===== config.mk =====
export PLATFORM = sky130hd
export DESIGN_NAME = hex_display_ctrl
export DESIGN_NICKNAME = d
export VERILOG_FILES = /design/src/rtl/hex_display_ctrl.sv
export SDC_FILE = /design/constraint.sdc
export NUM_CORES = 1
export LEC_CHECK = 0
export CAP_MARGIN = 20
export CELL_PAD_IN_SITES_DETAIL_PLACEMENT = 1
export CELL_PAD_IN_SITES_GLOBAL_PLACEMENT = 1
export CORE_MARGIN = 2
export CORE_UTILIZATION = 46
export DETAILED_ROUTE_END_ITERATION = 8
export PLACE_DENSITY_LB_ADDON = 0.1
export SYNTH_ARGS = -nofsm -noshare
export SYNTH_HDL_FRONTEND = slang
export SYNTH_SLANG_ARGS = --single-unit

===== constraint.sdc =====
create_clock -name clk -period 8.5 [get_ports clk]
set_clock_uncertainty 0.1 [all_clocks]
set_input_delay 0.85 -clock clk [delete_from_list [all_inputs] [get_ports clk]]
set_output_delay 0.85 -clock clk [all_outputs]
set_load 0.05 [all_outputs]

===== src/rtl/hex_display_ctrl.sv =====
// rtl/hex_display_ctrl.sv - registered N-digit 7-segment controller (text, scroll, hex, blink)
//
// Ports:
//   clk, rst      system clock, asynchronous active-high reset
//   mode          0 TEXT, 1 SCROLL, 2 HEX, 3 HEX with leading-zero blanking
//   load          one-cycle strobe capturing msg_in / msg_len_in
//   msg_in        5-bit character codes, char 0 in [4:0] shown leftmost
//   msg_len_in    number of valid characters (clamped to MSG_LEN)
//   val_in        value shown in the HEX modes
//   lz_blank      blank leading zero nibbles in HEX mode
//   blink_en      whole-display blink
//   scroll_wrap   one-cycle pulse after the scroll position wraps to 0
//   hex_out       active-low segments, digit k in [8k+7:8k], bit 7 = DP
module hex_display_ctrl #(
    parameter int NUM_DIGITS = 6,
    parameter int MSG_LEN    = 16,
    parameter int VAL_W      = 16,
    parameter int SCROLL_DIV = 25000000,
    parameter int BLINK_DIV  = 12500000
) (
    input  logic                           clk,
    input  logic                           rst,
    input  logic [1:0]                     mode,
    input  logic                           load,
    input  logic [5*MSG_LEN-1:0]           msg_in,
    input  logic [$clog2(MSG_LEN+1)-1:0]   msg_len_in,
    input  logic [VAL_W-1:0]               val_in,
    input  logic                           lz_blank,
    input  logic                           blink_en,
    output logic                           scroll_wrap,
    output logic [8*NUM_DIGITS-1:0]        hex_out
);

    localparam int LW   = $clog2(MSG_LEN + 1);
    localparam int RMAX = MSG_LEN + NUM_DIGITS;
    localparam int PW   = $clog2(RMAX);
    // pos + digit offset stays below 2*RMAX, so IW bits hold it before the mod
    localparam int IW   = $clog2(2 * RMAX);
    localparam int NN   = (VAL_W + 3) / 4;
    localparam int HD   = (NN > NUM_DIGITS) ? NN : NUM_DIGITS;
    localparam int SW   = (SCROLL_DIV > 1) ? $clog2(SCROLL_DIV) : 1;
    localparam int BW   = (BLINK_DIV > 1) ? $clog2(BLINK_DIV) : 1;

    localparam logic [4:0] CH_BLANK = 5'd25;

    function automatic logic [7:0] seg7(input logic [4:0] c);
        case (c)
            5'd0:    seg7 = 8'hC0;
            5'd1:    seg7 = 8'hF9;
            5'd2:    seg7 = 8'hA4;
            5'd3:    seg7 = 8'hB0;
            5'd4:    seg7 = 8'h99;
            5'd5:    seg7 = 8'h92;
            5'd6:    seg7 = 8'h82;
            5'd7:    seg7 = 8'hF8;
            5'd8:    seg7 = 8'h80;
            5'd9:    seg7 = 8'h90;
            5'd10:   seg7 = 8'h88;
            5'd11:   seg7 = 8'h83;
            5'd12:   seg7 = 8'hC6;
            5'd13:   seg7 = 8'hA1;
            5'd14:   seg7 = 8'h86;
            5'd15:   seg7 = 8'h8E;
            5'd16:   seg7 = 8'hAF;
            5'd17:   seg7 = 8'hA1;
            5'd18:   seg7 = 8'h87;
            5'd19:   seg7 = 8'hF7;
            5'd20:   seg7 = 8'hBF;
            5'd21:   seg7 = 8'hAB;
            5'd22:   seg7 = 8'h7F;
            5'd23:   seg7 = 8'hC7;
            5'd24:   seg7 = 8'hC1;
            default: seg7 = 8'hFF;
        endcase
    endfunction

    logic [4:0]              msg_buf_q [MSG_LEN];
    logic [LW-1:0]           len_q, len_d;
    logic [PW-1:0]           pos_q, pos_d;
    logic [SW-1:0]           scnt_q, scnt_d;
    logic [BW-1:0]           bcnt_q, bcnt_d;
    logic                    bph_q, bph_d;
    logic [1:0]              mode_q;
    logic                    wrap_q, wrap_d;
    logic [8*NUM_DIGITS-1:0] hex_q, hex_d;

    logic [IW-1:0]           len_x;
    logic [IW-1:0]           ring;
    logic                    mode_chg;
    logic                    scroll_act;
    logic                    lz_eff;

    assign scroll_wrap = wrap_q;
    assign hex_out     = hex_q;

    assign len_d      = (msg_len_in > LW'(MSG_LEN)) ? LW'(MSG_LEN) : msg_len_in;
    assign len_x      = IW'(len_q);
    assign ring       = len_x + IW'(NUM_DIGITS);
    assign mode_chg   = (mode != mode_q);
    // A message that fits on the display never scrolls
    assign scroll_act = (mode == 2'd1) && (len_x > IW'(NUM_DIGITS));
    assign lz_eff     = lz_blank || (mode == 2'd3);

    // Scroll position / counter next state
    always_comb begin
        pos_d  = pos_q;
        scnt_d = scnt_q;
        wrap_d = 1'b0;
        if (load || mode_chg || !scroll_act) begin
            pos_d  = '0;
            scnt_d = '0;
        end else if (scnt_q == SW'(SCROLL_DIV - 1)) begin
            scnt_d = '0;
            if (IW'(pos_q) == ring - IW'(1)) begin
                pos_d  = '0;
                wrap_d = 1'b1;
            end else begin
                pos_d = pos_q + PW'(1);
            end
        end else begin
            scnt_d = scnt_q + SW'(1);
        end
    end

    // Blink counter / phase next state
    always_comb begin
        bcnt_d = bcnt_q;
        bph_d  = bph_q;
        if (!blink_en) begin
            bcnt_d = '0;
            bph_d  = 1'b0;
        end else if (bcnt_q == BW'(BLINK_DIV - 1)) begin
            bcnt_d = '0;
            bph_d  = ~bph_q;
        end else begin
            bcnt_d = bcnt_q + BW'(1);
        end
    end

    // Display next state
    logic [IW-1:0]   base;
    logic [IW-1:0]   idx;
    logic [4:0]      ch;
    logic [4*HD-1:0] valx;
    logic [3:0]      nib;
    logic            seen;
    logic [HD-1:0]   hex_blank;
    logic [7:0]      dig;

    always_comb begin
        hex_d     = '1;
        idx       = '0;
        ch        = CH_BLANK;
        nib       = '0;
        seen      = 1'b0;
        hex_blank = '0;
        dig       = 8'hFF;
        base      = (mode == 2'd1) ? IW'(pos_q) : '0;
        valx      = (4*HD)'(val_in);

        // Scan from the top nibble down; anything above the first nonzero is leading
        for (int k = HD - 1; k >= 0; k--) begin
            nib = valx[4*k +: 4];
            if (nib != 4'd0) begin
                seen = 1'b1;
            end
            hex_blank[k] = (k >= NN) || (lz_eff && !seen && (k != 0));
        end

        for (int k = 0; k < NUM_DIGITS; k++) begin
            if (mode[1]) begin
                dig = hex_blank[k] ? 8'hFF : seg7({1'b0, valx[4*k +: 4]});
            end else begin
                idx = base + IW'(NUM_DIGITS - 1 - k);
                if (idx >= ring) begin
                    idx = idx - ring;
                end
                ch = CH_BLANK;
                for (int j = 0; j < MSG_LEN; j++) begin
                    if ((idx == IW'(j)) && (idx < len_x)) begin
                        ch = msg_buf_q[j];
                    end
                end
                dig = seg7(ch);
            end
            if (blink_en && bph_q) begin
                dig = 8'hFF;
            end
            hex_d[8*k +: 8] = dig;
        end
    end

    always_ff @(posedge clk or posedge rst) begin
        if (rst) begin
            for (int i = 0; i < MSG_LEN; i++) begin
                msg_buf_q[i] <= CH_BLANK;
            end
            len_q  <= '0;
            pos_q  <= '0;
            scnt_q <= '0;
            bcnt_q <= '0;
            bph_q  <= 1'b0;
            mode_q <= 2'd0;
            wrap_q <= 1'b0;
            hex_q  <= '1;
        end else begin
            if (load) begin
                for (int i = 0; i < MSG_LEN; i++) begin
                    msg_buf_q[i] <= msg_in[5*i +: 5];
                end
                len_q <= len_d;
            end
            pos_q  <= pos_d;
            scnt_q <= scnt_d;
            bcnt_q <= bcnt_d;
            bph_q  <= bph_d;
            mode_q <= mode;
            wrap_q <= wrap_d;
            hex_q  <= hex_d;
        end
    end

endmodule


# Word-level counts from Yosys, hierarchy flattened
# Memories as Yosys holds them, arrays and structs flattened.
# Cells that the tools add are included.
# classes
add_sub_neg,16
magnitude_cmp,14
eq_ne,97
muxes,146
n_bitwise,1
n_reduce_logical,118
# op_table
cell,count
two-way mux 5 bit,107
"== test 6 x 4 -> 1 bit, second input constant",48
"== test 6 x 3 -> 1 bit, second input constant",24
two-way mux 8 bit,15
logical AND 1 bit,101
"== test 6 x 2 -> 1 bit, second input constant",12
two-way mux 6 bit,12
two-way mux 25 bit,2
two-way mux 24 bit,2
"== test 6 x 1 -> 1 bit, second input constant",6
zero test 6 bit,6
less-than comparator 6 x 5 -> 1 bit,6
greater-or-equal comparator 6 bit,5
subtractor 6 bit,5
"adder 25 x 1 -> 25 bit, second input constant",1
"== test 25 bit, second input constant",1
"adder 24 x 1 -> 24 bit, second input constant",1
"== test 24 bit, second input constant",1
"adder 5 x 3 -> 6 bit, second input constant",3
"adder 5 x 2 -> 6 bit, second input constant",2
nonzero test 4 bit,3
two-way mux 1 bit,8
"adder 5 x 1 -> 6 bit, second input constant",1
== test 5 x 6 -> 1 bit,1
14 further kinds,19
# word_totals
regBits,191
rom_bits,1984
elab_cells,426
memories,10
# memory_table
memory,words,width,read_ports,rd_clocked_by_memory_dff,wr,line_no,rtl
(name not given),32,8,1,0,0,47,case (c)
(name not given),32,8,1,0,0,47,
(name not given),32,8,1,0,0,47,
(name not given),32,8,1,0,0,47,
(name not given),32,8,1,0,0,47,
(name not given),32,8,1,0,0,47,
4 more memories,n/a,n/a,n/a,n/a,n/a,n/a,

# Logic depth before layout (Yosys ltp)
# An unclocked memory read counts as a cell.
# logic_depth
depth_word,28
mapped_depth,35
depth_no_buf,29

# Worst setup path after synthesis
# No wires, ideal clock.
# synth_path
path_type,input to register
from,input mode[0]
to,register hex_q[12] (netlist: hex_out[12])
setup_time_ps,81
t_arrival_ps,7042
t_required_ps,8319
setup_slack_ps,1277
path_stages,35
cell_sequence,buf_6 -> nor2b_4 -> buf_6 -> nand2_4 -> inv_4 -> ha_1 -> clkbuf_1 -> xnor2_1 -> inv_1 -> ha_1 -> o21a_1 -> o21a_1 -> or2_2 -> clkbuf_1 -> nand3_1 -> and2_1 -> clkbuf_1 -> nand2_1 -> ha_1 -> o21ai_0 -> a21oi_1 -> a21oi_1 -> nand3_1 -> o32a_1 -> or2_1 -> clkbuf_1 -> a21oi_1 -> a2111oi_0 -> o41ai_2 -> ha_1 -> clkbuf_1 -> nor2_1 -> mux2_2 -> a211o_1 -> o211ai_1
# synth_via
elab_chain_cells,28
elab_cells_between_ends,64
classes_between,2 x add/sub; 2 x order compare; 17 x eq/ne; 23 x mux; 19 x reduce/logical; 1 x memory
# synth_lines
item,line_no,rtl
start: declaration,23,"input logic [1:0] mode,"
== test 2 x 1 -> 1 bit,158,base = (mode == 2'd1) ? IW'(pos_q) : '0;
two-way mux 5 bit,158,
adder 5 x 3 -> 6 bit,174,idx = base + IW'(NUM_DIGITS - 1 - k);
subtractor 6 bit or greater-or-equal comparator 6 bit (tied branches),"176, 175",
two-way mux 6 bit,175,if (idx >= ring) begin
two-way mux 6 bit,171,if (mode[1]) begin
less-than comparator 6 x 5 -> 1 bit or zero test 6 bit (tied branches),180,if ((idx == IW'(j)) && (idx < len_x)) begin
logical AND 1 bit,180,
two-way mux 5 bit (16 in series),180,
two-way mux 5 bit,171,
memory (32 x 8 bit),n/a,
two-way mux 8 bit (*),171,
two-way mux 8 bit (*),186,if (blink_en && bph_q) begin
named net hex_d[12],85,"logic [8*NUM_DIGITS-1:0] hex_q, hex_d;"
end signal: assignment,205,hex_q <= '1;
end signal: assignment,219,hex_q <= hex_d;
end: declaration,85,
# Mark *: on every way through the listed nets, which the timed path passes. The rest lies on a longest branch. The select of a mux whose other input is x is not followed.
# A chain may end at the register's enable or synchronous reset.

# Final worst setup path
# layout_path
from,input mode[0]
to,register hex_q[21] (netlist: hex_out[21])
# layout_via
elab_chain_cells,28
elab_cells_between_ends,64
classes_between,2 x add/sub; 2 x order compare; 17 x eq/ne; 23 x mux; 19 x reduce/logical; 1 x memory
# layout_lines
item,line_no
== test 2 x 1 -> 1 bit,158
two-way mux 5 bit,158
adder 5 x 2 -> 6 bit,174
subtractor 6 bit or greater-or-equal comparator 6 bit (tied branches),"176, 175"
two-way mux 6 bit,175
two-way mux 6 bit,171
less-than comparator 6 x 5 -> 1 bit or zero test 6 bit (tied branches),180
logical AND 1 bit,180
two-way mux 5 bit (16 in series),180
two-way mux 5 bit,171
memory (32 x 8 bit),n/a
two-way mux 8 bit (*),171
two-way mux 8 bit (*),186
named net hex_d[21],85
# Marked as above.

==> impl_summary.md <==
Run status
The run finished with clean final reports.

Clock tree
The clock passes through at most 2 buffers. The CTS clock-pin slew for the worst setup and hold paths is roughly 0.080 ns. In this run, post-CTS hold repair placed 0 buffers. The tree is rooted in a clkbuf_16.

TritonCTS built the clock tree. The number of gates resized after CTS was 0. The clock insertion delay at the later pin of the skew report is between 0.5 and 0.6 ns. Buffers added to address setup during post-CTS repair amount to 0.

The number of clock sinks seen by CTS is about 190. Buffers inserted during clock tree synthesis total 17. The H-tree was split into 4 levels.

Worst setup path
Measured in cells, the most critical reg-to-reg path has a length of 26. STA classifies the critical path startpoint as an input port. The highest net fanout along the worst path is 9. The element type at the critical path end is a flop.

STA puts the critical path data required time at 8.84 ns. Data on the critical path arrives at its endpoint at approximately 8.5 ns. The worst setup path is of the in -> reg kind.

Layout
Of the cells placed in the final design, the portion with a size suffix greater than 1 is 14.9%. In the layout the commonest cells are 246 x nand2_1, 219 x nor2_1, 161 x o21ai_0, 155 x clkdlybuf4s50_1, 146 x a21oi_1. The finished layout holds approximately 3,300 standard cells, fillers aside. Compared with the post-synthesis result, the final layout area differs by 14.5%. Summing all multi-input logic gate instances after layout gives 0.0148 sq mm. The library cell used most frequently in the layout, excluding fill and tap cells, is nand2_1. Once layout is complete, the utilization of the core stands at about 54%. The number of nets in the layout is 2,946. The filler cells instantiated in the layout total between 5,000 and 6,000.

Across the whole layout, storage elements account for between 0.004 and 0.005 sq mm.

STA
Setup total negative slack on the finished layout was measured at 0 ns. Setup repair after global routing left no endpoint under its margin. Setup violations remaining at the end of the flow were counted as 0.

At the pin with the least slew margin, the transition time is about 1.1 ns. The final critical path takes up a little over nine tenths of the cycle. The count of endpoints failing hold in the final timing report is 0. Timing would allow up to approximately 120 MHz. The worst pin sits at a relative slew slack of about 26%. Subtracting the final worst setup slack from the clock period gives roughly 8 ns. The number of pins exceeding their max-slew limit in the final report is 0.

Run
Across the run, the number of max-cap violations was 0.

Detailed routing
Summed over all layers, the routed wires come to 97,500 um. The number of design rule violations left after detail routing is 0. The first routing iteration left around 3,000 violations. The remaining antenna violation count after routing is 0. In the routed layout, each cell is associated on average with a via count of around 7. The detailed router placed 23,145 vias in this run. In the final routed layout, each cell accounts on average for 29.5 um. The first detailed-routing pass ran for 7 iterations.

Synthesis
The number of enable flip-flop cells after synthesis is 0. The fraction of synthesis flops using an asynchronous set or reset pin is 100%. Counting flops and latches in the post-synthesis netlist gives ~190. Summing every instance area after synthesis gives 0.0208 sq mm. The flip-flop cell with the highest count after synthesis is dfstp_2. The sequential-to-total area share from yosys stat is a little under a quarter.

The synthesized netlist contains around 130 unique library cells. Yosys printed 0 warnings. The number of instances in the synthesized netlist is about 2,600. The number of nets in the synthesized netlist is around 2,800. The average instance in the mapped netlist occupies around 8 sq um.

Die
The total area inside the core boundary comes to 0.0444 sq mm. The floorplan step set the die height to 217 um. In this run the horizontal extent of the chip is ~220 um. During I/O placement, the number of pins put on the boundary was ~160.

The die footprint is about 0.047 sq mm. The number of standard-cell rows in the floorplan is 77. The initial utilization of the core area, before any placement, comes to 46.9%.

Power and ir drop
In this run the power density over the cells is 208 mW/mm^2. The static power due to leakage is roughly 0.0095 uW. Across the VDD grid, the largest voltage drop is just over 0.2 mV.

Placement
The detailed placement HPWL is between 70,000 and 80,000 um. In this run, placement finished with an instance count of 3,272. Routability-driven placement finished with a final weighted congestion of approximately 1.1. Input and output buffers added on the ports amount to 156.

GRT
Global routing finished with a remaining overflow of 0. The first-pass GRT wire length is between 100,000 and 150,000 um. Entering global routing, the biggest net connects 140 pins.

Global routing consumed, over all layers together, just over 40% of the routing resources. The number of global-route vias before repair came to 23,679. The number of antenna violations at the first check in global routing is 5.

Min path
The worst hold path belongs to the class reg -> reg. The instance count along the most critical hold path is 1.
## worst paths after layout
check	start	to	slack (ns)
worst max-delay path	mode[0]	hex_out[21]	0.36
worst min-delay path	scnt_q[0]	scnt_q[0]	0.39
worst max register to register	pos_q[2]	hex_out[21]	0.87
worst min register to register	scnt_q[0]	scnt_q[0]	0.39
max in group asynchronous	rst	bcnt_q[14]	5.97
min in group asynchronous	rst	msg_buf_q[51]	0.83
## area by class of cell
type                    instances  share of cell area, %
diodes                          2                 0.0210
clock buffers                  19                   1.95
clock inverters                13                  0.772
inverters                     130                   2.10
multi-input cells            2121                   62.2
flip-flops and latches        191                   20.6
well taps                     592                   3.11
repair buffers                240                   9.26
## logic make-up (layout without fill, tap and decap cells)
family                     after synthesis  after routing  synth area share (%)
AOI/OAI and AO/OA                      845            845                  28.8
other                                    0              2                     0
DFF                                    191            191                  23.5
xor gates and xnor gates                87             87                  3.82
buffers and inverters                  272            402                  5.39
and+or+nand+nor                        896            896                  21.5
muxes                                  155            155                  8.49
adders and majority gates              138            138                  8.43
## registers in the layout, summed over array words and instances (netlist names)
signal       cells
scroll_wrap      1
mode_q           2
bph_q            1
pos_q            5
scnt_q          25
len_q            5
bcnt_q          24
hex_out         48
msg_buf_q       80
## cell usage after synthesis (11+ instances only)
| library cell | instances | share of area (%) |
|---|---|---|
| nand3_1 | 83 | 2.0 |
| o21a_1 | 20 | 0.72 |
| a22oi_1 | 27 | 0.97 |
| nand2b_1 | 29 | 0.87 |
| xnor2_1 | 41 | 1.7 |
| a211oi_1 | 38 | 1.4 |
| dfstp_2 | 96 | 12 |
| or2_2 | 13 | 0.39 |
| nor2b_1 | 26 | 0.78 |
| o211ai_1 | 46 | 1.7 |
| nor4_1 | 25 | 0.75 |
| xor2_1 | 43 | 1.8 |
| o2bb2ai_1 | 13 | 0.55 |
| a32oi_1 | 14 | 0.59 |
| o31ai_1 | 20 | 0.72 |
| a21o_1 | 19 | 0.69 |
| nand2_1 | 246 | 4.4 |
| a2bb2oi_1 | 11 | 0.46 |
| a22o_1 | 11 | 0.46 |
| a31oi_1 | 36 | 1.1 |
| and2_1 | 20 | 0.60 |
| mux2i_1 | 63 | 3.0 |
| o21ai_0 | 161 | 3.9 |
| nor3_1 | 64 | 1.5 |
| o22ai_1 | 47 | 1.4 |
| dfrtp_1 | 95 | 11 |
| nor2_1 | 220 | 4.0 |
| buf_2 | 41 | 0.99 |
| a221oi_1 | 21 | 0.88 |
| clkbuf_1 | 85 | 1.5 |
| o22a_1 | 11 | 0.46 |
| nand3b_1 | 15 | 0.54 |
| o2111ai_1 | 14 | 0.59 |
| or3_1 | 22 | 0.66 |
| ha_1 | 133 | 8.0 |
| a211o_1 | 12 | 0.50 |
| and3_1 | 30 | 0.90 |
| a21oi_1 | 146 | 3.5 |
| nand4_1 | 39 | 1.2 |
| o221ai_1 | 19 | 0.80 |
| inv_1 | 119 | 2.1 |
| mux2_2 | 80 | 4.3 |
## layer usage
| metal | GRT usage (%) | up-vias | share of wire [%] |
|---|---|---|---|
| met2 | 64.5 | 1382 | 44 |
| li1 | - | 9960 | - |
| met1 | 52.8 | 11452 | 40 |
| met5 | 0 | - | 0.015 |
| met3 | 9.92 | 349 | 10 |
| met4 | 20.0 | 2 | 5.1 |
## critical path, stage by stage
cell and delay, ns:
clkdlybuf4s50_1 0.67, nor2b_4 0.36, nand2_4 0.11, inv_4 0.11
ha_1 0.34, nor2b_1 0.25, xnor2_1 0.18, ha_1 0.33
a21oi_1 0.58, nand3b_1 0.15, a31oi_1 0.20, a21oi_1 0.10
o2bb2ai_1 0.18, inv_1 0.28, ha_1 0.33, a21o_1 0.18
a21oi_1 0.22, o2111ai_1 0.21, a22oi_2 0.62, nand2_2 0.24
o32a_1 0.39, a21oi_2 0.41, inv_1 0.20, ha_1 0.34
mux2i_1 0.17, o22ai_1 0.10, a211o_1 0.36
## where the power goes
group / switching, uW / total [uW] / internal [uW]
combinational: 1740 / 2720 / 977
clock: 441 / 917 / 476
sequential: 209 / 1310 / 1110
total: 2390 / 4950 / 2560
## per-stage QoR
| stage | instance area (sq um) | setup slack [ns] | hold slack (ns) | total power [uW] |
|---|---|---|---|---|
| final | 23800 | 0.355 | 0.394 | 4950 |
| after global routing | 23800 | 0.0914 | 0.415 | 5170 |
| after CTS | 23800 | 0.715 | 0.400 | 4890 |
| after detailed placement | 23100 | 0.186 | 0.391 | 3950 |
| after global placement | 23100 | 0.675 | 0.363 | 3880 |
| after floorplan | 20800 | 1.28 | 0.347 | 3030 |
No activity file was read; power rests on OpenSTA's default activity.
